<file path="src/rtl/stream_mux_n.sv">
// stream_mux_n: N:1 valid/ready stream multiplexer with a registered output stage,
// direct-select or round-robin grant. Optional packet locking via STREAM_MUX_PKT_LOCK_EN.
module stream_mux_n #(
  parameter int N      = 4,
  parameter int WIDTH  = 8,
  localparam int SEL_W = $clog2(N)
) (
  input  logic               clk,
  input  logic               rst_n,
  input  logic               mode,
  input  logic [SEL_W-1:0]   sel,
  input  logic [N-1:0]       in_valid,
  input  logic [N*WIDTH-1:0] in_data,
  output logic [N-1:0]       in_ready,
`ifdef STREAM_MUX_PKT_LOCK_EN
  input  logic [N-1:0]       in_last,
  output logic               out_last,
`endif
  input  logic               out_ready,
  output logic               out_valid,
  output logic [WIDTH-1:0]   out_data,
  output logic [SEL_W-1:0]   out_ch,
  output logic               sel_err
);

  localparam logic [SEL_W:0] N_EXT = (SEL_W+1)'(N);

  function automatic logic [SEL_W-1:0] wrap_inc(input logic [SEL_W-1:0] base, input int step);
    int sum;
    sum = int'(base) + step;
    if (sum >= N) begin
      sum = sum - N;
    end else begin
      sum = sum;
    end
    return SEL_W'(sum);
  endfunction

  logic             sel_oob_s;
  logic             load_s;
  logic             xfer_s;
  logic             grant_valid_s;
  logic             beat_last_s;
  logic [SEL_W-1:0] grant_s;

  logic             out_valid_q, out_valid_d;
  logic [WIDTH-1:0] out_data_q, out_data_d;
  logic [SEL_W-1:0] out_ch_q, out_ch_d;
  logic             sel_err_q, sel_err_d;
  logic [SEL_W-1:0] rr_ptr_q, rr_ptr_d;

`ifdef STREAM_MUX_PKT_LOCK_EN
  typedef enum logic {ST_IDLE = 1'b0, ST_LOCKED = 1'b1} lock_state_e;
  lock_state_e      state_q, state_d;
  logic [SEL_W-1:0] lock_ch_q, lock_ch_d;
  logic             out_last_q, out_last_d;
  assign beat_last_s = in_last[grant_s];
  assign out_last    = out_last_q;
`else
  assign beat_last_s = 1'b1;
`endif

  // Grant selection: direct index or first valid channel at/after rr_ptr.
  always_comb begin
    grant_valid_s = 1'b0;
    grant_s       = '0;
    sel_oob_s     = ({1'b0, sel} >= N_EXT);
    if (mode == 1'b0) begin
      if (!sel_oob_s) begin
        grant_valid_s = 1'b1;
        grant_s       = sel;
      end else begin
        grant_valid_s = 1'b0;
      end
    end else begin
      // Descending scan so the nearest channel to rr_ptr is written last and wins.
      for (int k = N - 1; k >= 0; k--) begin
        if (in_valid[wrap_inc(rr_ptr_q, k)]) begin
          grant_valid_s = 1'b1;
          grant_s       = wrap_inc(rr_ptr_q, k);
        end else begin
          grant_valid_s = grant_valid_s;
        end
      end
    end
`ifdef STREAM_MUX_PKT_LOCK_EN
    if (state_q == ST_LOCKED) begin
      grant_valid_s = 1'b1;
      grant_s       = lock_ch_q;
    end else begin
      grant_valid_s = grant_valid_s;
    end
`endif
  end

  // Handshake: one-hot ready toward the granted channel when the output can load.
  always_comb begin
    load_s   = !out_valid_q || out_ready;
    in_ready = '0;
    if (rst_n && load_s && grant_valid_s) begin
      in_ready[grant_s] = 1'b1;
    end else begin
      in_ready = '0;
    end
    xfer_s = |(in_valid & in_ready);
  end

  // Output register and round-robin pointer next state.
  always_comb begin
    out_valid_d = out_valid_q;
    out_data_d  = out_data_q;
    out_ch_d    = out_ch_q;
    rr_ptr_d    = rr_ptr_q;
    sel_err_d   = (mode == 1'b0) && sel_oob_s;
    if (load_s) begin
      if (xfer_s) begin
        out_valid_d = 1'b1;
        out_data_d  = in_data[grant_s*WIDTH +: WIDTH];
        out_ch_d    = grant_s;
      end else begin
        out_valid_d = 1'b0;
      end
    end else begin
      out_valid_d = out_valid_q;
    end
    if (xfer_s && mode && beat_last_s) begin
      rr_ptr_d = wrap_inc(grant_s, 1);
    end else begin
      rr_ptr_d = rr_ptr_q;
    end
  end

`ifdef STREAM_MUX_PKT_LOCK_EN
  // Packet lock: hold the grant on a channel until its last beat transfers.
  always_comb begin
    state_d    = state_q;
    lock_ch_d  = lock_ch_q;
    out_last_d = out_last_q;
    if (xfer_s) begin
      out_last_d = in_last[grant_s];
      case (state_q)
        ST_IDLE: begin
          if (!in_last[grant_s]) begin
            state_d   = ST_LOCKED;
            lock_ch_d = grant_s;
          end else begin
            state_d = ST_IDLE;
          end
        end
        ST_LOCKED: begin
          if (in_last[grant_s]) begin
            state_d = ST_IDLE;
          end else begin
            state_d = ST_LOCKED;
          end
        end
        default: state_d = ST_IDLE;
      endcase
    end else begin
      state_d = state_q;
    end
  end

  // Packet lock state registers.
  always_ff @(posedge clk or negedge rst_n) begin
    if (!rst_n) begin
      state_q    <= ST_IDLE;
      lock_ch_q  <= '0;
      out_last_q <= 1'b0;
    end else begin
      state_q    <= state_d;
      lock_ch_q  <= lock_ch_d;
      out_last_q <= out_last_d;
    end
  end
`endif

  // Output stage and arbitration state registers.
  always_ff @(posedge clk or negedge rst_n) begin
    if (!rst_n) begin
      out_valid_q <= 1'b0;
      out_data_q  <= '0;
      out_ch_q    <= '0;
      sel_err_q   <= 1'b0;
      rr_ptr_q    <= '0;
    end else begin
      out_valid_q <= out_valid_d;
      out_data_q  <= out_data_d;
      out_ch_q    <= out_ch_d;
      sel_err_q   <= sel_err_d;
      rr_ptr_q    <= rr_ptr_d;
    end
  end

  assign out_valid = out_valid_q;
  assign out_data  = out_data_q;
  assign out_ch    = out_ch_q;
  assign sel_err   = sel_err_q;

endmodule

</file>
<file path="config.mk">
export PLATFORM = sky130hd
export DESIGN_NAME = stream_mux_n
export DESIGN_NICKNAME = d
export VERILOG_FILES = /design/src/rtl/stream_mux_n.sv
export SDC_FILE = /design/constraint.sdc
export NUM_CORES = 1
export LEC_CHECK = 0
export ABC_AREA = 1
export CORE_MARGIN = 2
export CORE_UTILIZATION = 44
export DETAILED_ROUTE_END_ITERATION = 8
export GPL_ROUTABILITY_DRIVEN = 0
export PLACE_DENSITY = 0.86
export SETUP_SLACK_MARGIN = 0.1
export SYNTH_ARGS = -nofsm -noshare
export SYNTH_HDL_FRONTEND = slang
export SYNTH_SLANG_ARGS = --single-unit
</file>
<file path="constraint.sdc">
create_clock -name clk -period 4.9 [get_ports clk]
set_input_delay 1.47 -clock clk [delete_from_list [all_inputs] [get_ports clk]]
set_output_delay 1.47 -clock clk [all_outputs]
set_load 0.02 [all_outputs]
</file>
==> flow_summary.ini, run 1 <==
[pwr]
powerDensity_nw_per_um2 = 495
power.total_mw = 0.894
ir_drop_v = 0.000368
p_comb_frac = 0.699
p_leak_nw = 0.948
p_seq_frac = 0.231
power.internal_mw = 0.449
switchingPower_mw = 0.445
p_sw_frac = 0.498
p_clk_frac = 0.070

[route]
drcViolationCount = 0
detail-route-antenna-nets = 0
wire_per_inst_um = 10.9
initialDrtViolationCount = 49
via_per_inst = 4.72
first_pass_iters = 4
num_vias = 1336
drt-total-wl_um = 3080

[critical_path]
r2r-end = out_data[5]$_DFFE_PN0P_
required_ns = 3.43
cpMostUsedCell = nand2_1
cp-end-kind = output pin
r2r_cells = 17
worstPathArrival_ns = 3.19
max_stage_delay_ns = 0.48
start_kind = input pin
critical_path.max_fanout = 3
slowest_stage = clkdlybuf4s50_1
crit_start = in_valid[3]
crit_family = buffers and inverters
critical_path_class = input pin to output pin
reg2reg_setup_slack_ns = 2.43
reg2reg_from = rr_ptr_q[0]$_DFFE_PN0P_
critPathBufInv = 5
cp_cell_sequence = clkdlybuf4s50_1 -> inv_1 -> nand2_1 -> and2_1 -> nand2_1 -> nand2_1 -> inv_1 -> nand2_1 -> nand2_1 -> nand3_2 -> nand4_1 -> inv_1 -> dlygate4sd2_1

[hold_path]
hold_class = register to register
hold_start = out_data[5]$_DFFE_PN0P_
whs_path_depth = 2
hold_path_end = out_data[5]$_DFFE_PN0P_

[clock_tree]
cts_sinks = 13
clk_pin_slew_ns = 0.07
cts_setup_buffers = 0
cts_tree = done
cts_root_buf = clkbuf_4
ctsHtreeMaxLevel = 1
clkLatencyLatePin_ns = 0.26
cts_buffers = 3
cts_buffer_depth = 2

[final_layout]
finish.instance_area_um2 = 1810
layout_common_cells = 79 x nand2_1, 52 x clkdlybuf4s50_1, 24 x inv_1
diodes = 0
nNetsFinal = 296
nFillCells = 213
layout.cells.most_common = nand2_1
multi_input_area_um2 = 706
regArea_um2 = 325
final_core_util = 0.710
finalNonFillerCells = 283
drive_gt1_frac = 0.170
area_growth_syn_to_layout_pct = 50.1

[die]
rows = 18
design.portCount = 58
fp.dieW_um = 56.3
coreArea_um2 = 2540
dieHeight_um = 56.3
dieArea_um2 = 3170
start_util = 0.473

[logic_synthesis]
avgSynthCellArea_um2 = 6.27
mappedNetlistArea_um2 = 1200
synth.area.top_cells = dfrtp_1 27%, nand2_1 25%, nand2_2 7.8%, inv_1 7.5%, nand3_1 5.8%
synth_top_area_share = 0.270
ys_ff_latch = 13
synth_warnings = 0
syn_inst = 192
ys_types = 26
yosys.area.top_type = dfrtp_1
syn_nets = 234
ys_seq_area_frac = 0.270

[global_routing]
grt_use_total = 0.202
grt_pass1_vias = 1235
grt_max_degree = 21
grt_pass1_wl_um = 5210
grt_overflow = 0
grt_antenna_before_repair = 0

[sta]
finalHoldViolCount = 0
fmax_ghz = 0.215
finalSetupTns_ns = 0
whs_ns = 0.480
finalCritPeriodShare = 0.951
setup_violations = 0
rsz0062_at_grt = no
slew_viol_final = 0
finalCriticalPeriod_ns = 4.66
finalWorstSetupSlack_ns = 0.242
finClkSkew_ns = 0.00124

[place]
place_area_um2 = 1790
port_buffers = 56
place.detailed.hpwl_um = 2610
place_ws_ns = -0.0381
dpl.cell_count = 279

[run]
cap_violations = 0

[status]
status = finished clean
[final cells by class]
cell class                      count  area share
Tap cell                           30      0.0208
Clock buffer                        4      0.0145
Multi-Input combinational cell    145       0.391
Inverter                           27      0.0575
Sequential cell                    13       0.180
Timing Repair Buffer               64       0.337
[registers in the layout (all words and copies together), names as in the netlist]
| name | count |
|---|---|
| rr_ptr_q | 2 |
| out_ch | 2 |
| out_valid | 1 |
| out_data | 8 |
[layer usage]
metal | track usage | part of all wire | up-vias
met1 | 0.282 | 0.46 | 571
met4 | 0.0646 | 0.0068 | 0
met5 | 0 | 0 | -
li1 | - | - | 708
met3 | 0.00691 | 0.050 | 2
met2 | 0.338 | 0.48 | 55
[worst register-to-register path, cell delays in order (launching register included)]
cell,delay [ns]
dfrtp_1,0.58
inv_4,0.08
nand2_1,0.07
nand2_1,0.07
nand2_2,0.13
nand2_4,0.07
nor2_4,0.13
nor2_1,0.05
nand2_1,0.09
nand3_2,0.09
nand4_1,0.11
buf_4,0.12
nor2_1,0.04
nor2_2,0.16
nand2_2,0.18
inv_2,0.27
nand2_1,0.09
nand2_1,0.06
[cell usage after synthesis (all sizes together)]
master / instances
a21oi: 2
and2: 2
buf: 7
conb: 1
dfrtp: 13
inv: 27
nand2: 96
nand3: 16
nand4: 2
nor2: 13
nor3: 1
o211ai: 8
o21ai: 2
or2: 1
xor2: 1
[power by group through the flow]
stage	registers [mW]	clock network, mW	logic (mW)
finish	0.207	0.0628	0.624
global route	0.212	0.0705	0.694
CTS	0.206	0.0657	0.627
detailed placement	0.208	0	0.631
global placement	0.205	0	0.618
floorplan	0.243	0	0.412
[logic make-up (layout without fill, tap and decap cells)]
| logic type | Yosys count | in the layout | share of synthesized area |
|---|---|---|---|
| flops | 13 | 13 | 0.270 |
| xor+xnor | 1 | 1 | 0.00728 |
| other cells | 1 | 1 | 0.00312 |
| simple gates | 131 | 131 | 0.503 |
| compound gates | 12 | 12 | 0.0728 |
| buf+inv | 34 | 95 | 0.143 |
[repair_timing]
action,CTS,global route
resized for setup,4,4
hold endpoints to repair,0,0
hold buffers,0,0
endpoints found under the setup margin,4,2
[worst max-delay path by stage]
stage                       end  slack [ns]  cells past startpoint
floorplan           in_ready[2]        1.01                     12
finish              in_ready[3]        0.24                     13
detailed placement  in_ready[2]       -0.04                     14
CTS                 in_ready[2]        0.24                     14
global placement    in_ready[2]        0.01                     14
global route        in_ready[3]        0.12                     13
(Power assumes the default switching activity.)
==> inputs of run 2 (changes only) <==
- CTS_BUF_LIST: default -> sky130_fd_sc_hd__clkbuf_16
==> flow_summary.ini, run 2 (synthesis results as in run 1) <==
[die]
design.portCount = 58
fp.dieW_um = 56.3
coreArea_um2 = 2540
dieHeight_um = 56.3
start_util = 0.473
dieArea_um2 = 3170
rows = 18

[pwr]
ir_drop_v = 0.000492
power.total_mw = 0.984
p_leak_nw = 0.975
powerDensity_nw_per_um2 = 529

[route]
wire_per_inst_um = 11.1
num_vias = 1351
initialDrtViolationCount = 65
via_per_inst = 4.77
drt-total-wl_um = 3150
drcViolationCount = 0
first_pass_iters = 4
detail-route-antenna-nets = 0

[place]
place.detailed.hpwl_um = 2610
place_area_um2 = 1790
place_ws_ns = -0.0381
port_buffers = 56

[critical_path]
required_ns = 3.43
cp-end-kind = output pin
worstPathArrival_ns = 3.19
crit_family = buffers and inverters
max_stage_delay_ns = 0.48
cp_cell_sequence = clkdlybuf4s50_1 -> inv_1 -> nand2_1 -> and2_1 -> nand2_1 -> nand2_1 -> inv_1 -> nand2_1 -> nand2_1 -> nand3_2 -> nand4_1 -> inv_1 -> dlygate4sd2_1
slowest_stage = clkdlybuf4s50_1
critical_path_class = input pin to output pin
reg2reg_from = rr_ptr_q[0]$_DFFE_PN0P_
critical_path.max_fanout = 3
start_kind = input pin
crit_start = in_valid[3]
cpMostUsedCell = nand2_1
critPathBufInv = 5

[clock_tree]
cts_tree = done
cts_buffer_depth = 2
cts_setup_buffers = 0
ctsHtreeMaxLevel = 1
hold_buffers = 0
cts_buffers = 3
cts_resized = 4
clkLatencyLatePin_ns = 0.24
cts_root_buf = clkbuf_16
clk_pin_slew_ns = 0.04
cts_sinks = 13

[sta]
finalWorstSetupSlack_ns = 0.242
fmax_ghz = 0.215
finalCriticalPeriod_ns = 4.66
rsz0062_at_grt = no
slew_viol_final = 0
whs_ns = 0.474
setup_violations = 0
finalHoldViolCount = 0
finClkSkew_ns = 0.000398
finalCritPeriodShare = 0.951

[final_layout]
diodes = 0
drive_gt1_frac = 0.170
area_growth_syn_to_layout_pct = 54.5
nNetsFinal = 296
largest_reg_flops = 8
layout.cells.most_common = nand2_1
finish.instance_area_um2 = 1860
layout_common_cells = 79 x nand2_1, 52 x clkdlybuf4s50_1, 25 x inv_1

[hold_path]
hold_start = out_data[5]$_DFFE_PN0P_
hold_class = register to register

[global_routing]
grt_antenna_before_repair = 0
grt_pass1_wl_um = 5460
grt_use_total = 0.213
grt_max_degree = 21
grt_overflow = 0
grt_pass1_vias = 1258

[status]
status = finished clean

[run]
cap_violations = 0
run 2: cell count changes in the layout (fill, tap and decap cells not counted):
cell,delta
clkbuf_1,-1
clkbuf_16,+3
clkbuf_4,-3
inv_1,+1
run 2: worst reg2reg max path, delay by kind of cell, from the launching register on:
family | cells | cell delay (ns)
AND/OR/NAND/NOR | 14 | 1.35
flip-flops | 1 | 0.56
buffers and inverters | 3 | 0.47
run 2: path summary, 6_finish.rpt:
kind / to / slack (ns) / cells after the start
max: in_ready[3] / 0.24 / 13
min: out_data[5]$_DFFE_PN0P_ / 0.47 / 2
max reg2reg: out_data[5]$_DFFE_PN0P_ / 2.44 / 17
min reg2reg: out_data[5]$_DFFE_PN0P_ / 0.47 / 2
max in group asynchronous: out_data[0]$_DFFE_PN0P_ / 3.18 / 2
min in group asynchronous: out_valid$_DFFE_PN0N_ / 1.56 / 2
run 2: area by class of cell:
cell class / instances / area [um2]
multi-input combinational: 145 / 706
fill: 203 / 686
timing repair buffer: 64 / 608
sequential: 13 / 325
inverter: 27 / 104
clock buffer: 3 / 75.1
tap: 30 / 37.5
clock inverter: 1 / 3.75
run 2: power by group:
part	internal [mW]	total, mW	switching [mW]
clock	0.107	0.149	0.0413
sequential	0.158	0.207	0.0485
combinational	0.260	0.629	0.369
run 2: stage by stage:
stage | utilization | cells | setup TNS [ns]
2_1_floorplan | - | 192 | 0
3_3_place_gp | 0.705 | 279 | 0
3_5_place_dp | 0.705 | 279 | -0.113
4_1_cts | 0.734 | 283 | 0
5_1_grt | 0.731 | 283 | 0
6_report | 0.731 | 283 | 0
run 2: layer usage:
layer	wire, um	part of all wire	GRT usage	vias to the layer above
met1	1380	0.44	0.288	579
met4	37	0.012	0.0714	0
met3	188	0.060	0.0230	5
met5	0	0	0	-
li1	-	-	-	705
met2	1550	0.49	0.355	62
==> inputs of run 3 (changes only) <==
- CTS_CLUSTER_DIAMETER: default -> 150
- CTS_CLUSTER_SIZE: default -> 8
==> results of run 3 <==
The final DEF is identical to that of run 2; final timing and power are the same.
